--- config.mk ---
export PLATFORM = sky130hd
export DESIGN_NAME = cnt_mod_updown
export DESIGN_NICKNAME = d
export VERILOG_FILES = /design/src/rtl/cnt_pkg.sv /design/src/rtl/cnt_prescaler.sv /design/src/rtl/cnt_mod_updown.sv
export SDC_FILE = /design/constraint.sdc
export NUM_CORES = 1
export LEC_CHECK = 0
export CORE_MARGIN = 2
export CORE_UTILIZATION = 35
export CTS_BUF_LIST = sky130_fd_sc_hd__clkbuf_16
export DETAILED_ROUTE_END_ITERATION = 8
export SYNTH_ARGS = -nofsm -noshare
export SYNTH_HDL_FRONTEND = slang
export SYNTH_HIERARCHICAL = 1
export SYNTH_SLANG_ARGS = --single-unit
--- constraint.sdc ---
create_clock -name clk_i -period 1.6 [get_ports clk_i]
set_input_delay 0.16 -clock clk_i [delete_from_list [all_inputs] [get_ports clk_i]]
set_output_delay 0.16 -clock clk_i [all_outputs]
set_load 0.02 [all_outputs]
--- src/rtl/cnt_pkg.sv ---
// Shared constants for the modulo up/down counter: default widths and direction encoding.
package cnt_pkg;

  localparam int unsigned CNT_WIDTH_DEF   = 4;
  localparam int unsigned PRESC_WIDTH_DEF = 4;

  // Value of dir_i selecting the count direction
  localparam logic DIR_UP   = 1'b1;
  localparam logic DIR_DOWN = 1'b0;

endpackage

--- src/rtl/cnt_prescaler.sv ---
// Enable-gated prescaler: asserts tick once every div+1 enabled cycles.
// The phase counter holds while en is low and restarts from 0 on clr.
module cnt_prescaler
  import cnt_pkg::*;
#(
  parameter int unsigned PRESC_WIDTH = PRESC_WIDTH_DEF
) (
  input  logic                   clk_i,
  input  logic                   rstn_i,
  input  logic                   en,
  input  logic                   clr,
  input  logic [PRESC_WIDTH-1:0] div,
  output logic                   tick
);

  localparam logic [PRESC_WIDTH-1:0] PrescOne = PRESC_WIDTH'(1);

  logic [PRESC_WIDTH-1:0] phase_q, phase_d;

  assign tick = en & (phase_q == div);

  // Next phase: wrap to 0 on tick, advance while enabled, hold otherwise
  always_comb begin
    phase_d = phase_q;
    if (clr) begin
      phase_d = '0;
    end else if (tick) begin
      phase_d = '0;
    end else if (en) begin
      phase_d = phase_q + PrescOne;
    end
  end

  // Phase register with synchronous active-low reset
  always_ff @(posedge clk_i) begin
    if (!rstn_i) begin
      phase_q <= '0;
    end else begin
      phase_q <= phase_d;
    end
  end

endmodule

--- src/rtl/cnt_mod_updown.sv ---
// Runtime-modulo up/down counter with prescaler, load, clear and wrap pulses.
// Range is 0..limit_i; ovf_o/udf_o pulse the cycle after an up/down wrap.
// Optional feature: define CNT_SAT_EN to add sat_i, which saturates instead of wrapping.
module cnt_mod_updown
  import cnt_pkg::*;
#(
  parameter int unsigned CNT_WIDTH   = CNT_WIDTH_DEF,
  parameter int unsigned PRESC_WIDTH = PRESC_WIDTH_DEF
) (
  input  logic                   clk_i,
  input  logic                   rstn_i,
  input  logic                   cnt_en_i,
  input  logic                   cnt_clr_i,
  input  logic                   load_i,
  input  logic [CNT_WIDTH-1:0]   load_val_i,
  input  logic                   dir_i,
  input  logic [CNT_WIDTH-1:0]   limit_i,
  input  logic [PRESC_WIDTH-1:0] presc_i,
`ifdef CNT_SAT_EN
  input  logic                   sat_i,
`endif
  output logic [CNT_WIDTH-1:0]   cnt_o,
  output logic                   ovf_o,
  output logic                   udf_o,
  output logic                   tc_o
);

  localparam logic [CNT_WIDTH-1:0] CntOne = CNT_WIDTH'(1);

  logic [CNT_WIDTH-1:0] cnt_q, cnt_d;
  logic                 ovf_q, ovf_d;
  logic                 udf_q, udf_d;
  logic                 tick;
  logic                 sat;

`ifdef CNT_SAT_EN
  assign sat = sat_i;
`else
  assign sat = 1'b0;
`endif

  // Load also restarts the prescaler phase so the first step after it is a full period
  cnt_prescaler #(
    .PRESC_WIDTH(PRESC_WIDTH)
  ) u_presc (
    .clk_i (clk_i),
    .rstn_i(rstn_i),
    .en    (cnt_en_i),
    .clr   (cnt_clr_i | load_i),
    .div   (presc_i),
    .tick  (tick)
  );

  // Next count and wrap pulses: clear > load > step > hold
  always_comb begin
    cnt_d = cnt_q;
    ovf_d = 1'b0;
    udf_d = 1'b0;
    if (cnt_clr_i) begin
      cnt_d = '0;
    end else if (load_i) begin
      cnt_d = load_val_i;
    end else if (tick) begin
      if (dir_i == DIR_UP) begin
        if (cnt_q >= limit_i) begin
          if (sat) begin
            cnt_d = limit_i;
          end else begin
            cnt_d = '0;
            ovf_d = 1'b1;
          end
        end else begin
          cnt_d = cnt_q + CntOne;
        end
      end else begin
        if (cnt_q == '0) begin
          if (!sat) begin
            cnt_d = limit_i;
            udf_d = 1'b1;
          end
        end else if (cnt_q > limit_i) begin
          // Out-of-range value (e.g. after a load) snaps back into range silently
          cnt_d = limit_i;
        end else begin
          cnt_d = cnt_q - CntOne;
        end
      end
    end
  end

  // Count and pulse registers with synchronous active-low reset
  always_ff @(posedge clk_i) begin
    if (!rstn_i) begin
      cnt_q <= '0;
      ovf_q <= 1'b0;
      udf_q <= 1'b0;
    end else begin
      cnt_q <= cnt_d;
      ovf_q <= ovf_d;
      udf_q <= udf_d;
    end
  end

  assign cnt_o = cnt_q;
  assign ovf_o = ovf_q;
  assign udf_o = udf_q;
  assign tc_o  = (dir_i & (cnt_q == limit_i)) | (~dir_i & (cnt_q == '0));

endmodule

==> metrics <==
asr flop ratio synth=0%; worst setup margin=-0.301 ns; Mapped Cells=101; Netlist cell types=46; layout net count=199; vias in the first global route=1061; Avg Inst Size Synth=8.42 sq um; CTS tree=done; largest net degree at the start of global routing=9; critical path launch point type=flop; Starting Density=37.7%; max-cap viol count=0; H-tree depth=1; Peak VDD IR=around 0.86 mV; leakage=roughly 0.80 nW; area share of the leading cell type in the synthesized netlist=between 20% and 30%; vias post-DR=between 1000 and 1500; worst path required time=1.78 ns; final worst clock skew=0.00569 ns; Mapped Area=851 sq um; Reg2Reg Depth=8; sequential share of power=a little under a quarter; routed wire length=3.57 mm; Synth top cells by count=dfxtp_1 (10), inv_1 (10), xor2_1 (8); clk slew on worst S/H paths=0.04 ns; area post-placement=1430 sq um; Worst Setup Path Type=flop to flop; row cnt=17; hold depth=4; gp weighted congestion=around 0.82; Max Fclk=approximately 0.53 GHz; antenna violations before repair=0; unrepaired setup endpoints after global routing=yes; register area share after synthesis=approximately a quarter; Synth Area in XOR/XNOR=a little over 9%; outcome=complete, but fails checks; Root Buffer=clkbuf_16; internal power=0.795 mW; post-synthesis adder-cell area fraction=10.3%; Die ar.=2840 sq um; Hold EP=cnt_o[2]$_SDFFE_PP0P_; Synth Register Bits=10; post-synthesis simple-gate area fraction=26.2%; maximum fanout along the worst path=4; Die Span Y=53.3 microns; wire per inst=around 18 microns; number of enable flip-flop cells after synthesis=0; clock sink count=10; gr usage total=23.2%; Reg2Reg Setup Slack=-0.30 ns; total power=1.10 mW; Antenna Nets Post-Route=0; Congestion Overflow GR=0; Slew @ Worst Pin=0.505 ns; Tmin final=about 1.9 ns; DRC=0; I/O pin cnt=25; antenna fix cells=0; post-route clock period utilization=119%; R2R Path Start=cnt_o[0]$_SDFFE_PP0P_; Crit path arrival time=about 2.1 ns; mux cell area share after synthesis=1.18%; Area contributors post-synth=dfxtp_1 (24%), ha_1 (10%), xor2_1 (8.2%); r2r endpoint=cnt_o[1]$_SDFFE_PP0P_; largest family of logic cells by synthesized area=simple AND/OR/NAND/NOR gates; predominant post-synthesis flop cell=dfxtp_1; class of the worst hold path=input pin to flop; Max-slew headroom=roughly 66%; hold buffers post-CTS=0; Final Util=about four fifths; Area growth, synth to finish=111%; dominant cell type by area after synthesis=dfxtp_1; DRT Pass-1 Iters=7; setup TNS=-1.27 ns; net switching power figure=~0.30 mW; switching share of power=27.5%; Final setup violation count=6; failing checks=setup timing; Synth Area in Compound Gates=23.8%; initial DRC count=30; global-route wire length before repair=4.69 mm; Critical Path End Type=flop; IO Port Bufs=24; worst hold path startpoint=limit_i[2]; layout cells sized above 1=52.6%; YS warnings=6; Logic pwr share=35.7%; Finished Cell Area=~1800 sq um; DIE WIDTH=around 53 microns; power share of the clock group=40.5%; Fin. Hold Viols=0; core area=approximately 2300 sq um; pwr dens=around 610 nW/um^2; Clock Latency Late Sink=0.24 ns; clock buffer depth=2; final-report max-slew violation count=0; pre-CTS setup slack=-0.643 ns; Synth Net Count=126; clock buffer count from CTS=3; drt via density=5.80; Final HPWL DP=2.04 mm
cell families after synthesis:
kind of cell / Yosys count
simple gates: 35
compound gates: 26
xor+xnor: 9
flops: 10
fa+ha+maj: 7
mux: 1
buf+inv: 13
power by group through the flow:
stage / Clock (mW) / Combinational, mW / Sequential, mW
final: 0.444 / 0.392 / 0.261
after global routing: 0.466 / 0.412 / 0.261
after CTS: 0.448 / 0.321 / 0.262
after detailed placement: 0 / 0.280 / 0.265
after global placement: 0 / 0.277 / 0.265
after floorplan: 0 / 0.127 / 0.275
metal layers:
| metal | routed length, microns | GRT usage, % | vias up |
|---|---|---|---|
| met5 | 0 | 0 | - |
| met4 | 158 | 9.83 | 0 |
| met3 | 240 | 7.34 | 26 |
| met2 | 1800 | 38.3 | 73 |
| met1 | 1370 | 27.3 | 543 |
| li1 | - | - | 523 |
state kept, by name (all words and copies together), names as in the netlist:
register / count
udf_o: 1
ovf_o: 1
cnt_o: 4
u_presc/phase_q: 4
final cells by class:
cell class	count	area, sq um
Fill cell	137	459
Timing Repair Buffer	70	603
Clock inverter	1	3.75
Sequential cell	10	215
Multi-Input combinational cell	78	816
Clock buffer	3	75.1
Tap cell	28	35.0
Inverter	11	47.5
worst max-delay path by stage:
stage,from,slack (ns),cells after the start,end
final,cnt_o[0]$_SDFFE_PP0P_,-0.30,8,cnt_o[1]$_SDFFE_PP0P_
after global routing,cnt_o[0]$_SDFFE_PP0P_,-0.34,8,cnt_o[1]$_SDFFE_PP0P_
after CTS,cnt_o[0]$_SDFFE_PP0P_,-0.33,8,cnt_o[1]$_SDFFE_PP0P_
after detailed placement,limit_i[1],-0.64,8,cnt_o[1]$_SDFFE_PP0P_
after global placement,limit_i[1],-0.62,8,cnt_o[1]$_SDFFE_PP0P_
after floorplan,cnt_o[0]$_SDFFE_PP0P_,-0.18,7,cnt_o[1]$_SDFFE_PP0P_
placed cells by master, fill, tap and decap left out, types with 3 or more instances in the layout:
cell type and n:
dlygate4sd2_1 3, dfxtp_1 4, inv_2 3, nand2b_1 4
buf_6 5, o211ai_1 3, dfxtp_2 3, dfxtp_4 3
buf_4 42, ha_4 5, clkdlybuf4s50_1 18, inv_1 5
xor2_1 6, nand3_1 3, clkbuf_16 3
per-stage QoR:
stage / std cells / hold slack [ns]
3_3_place_gp: 183 / 0.609
6_report: 201 / 0.466
2_1_floorplan: 101 / 0.239
4_1_cts: 195 / 0.549
3_5_place_dp: 183 / 0.631
5_1_grt: 201 / 0.506
critical path, cell delays in order (launching register included):
cell and delay [ns]:
dfxtp_4 0.35, inv_4 0.06, ha_4 0.14, or3b_4 0.42, nand2_2 0.10, buf_4 0.13
o21ai_4 0.08, or4_4 0.48, nand3_2 0.08
timing repair:
item                       CTS  global route
cloned                       0             0
buffers inserted             8             6
pin swaps                   16             8
gates resized for setup     29            22
setup endpoints to repair    7             8
No activity file was read; power rests on OpenSTA's default activity.
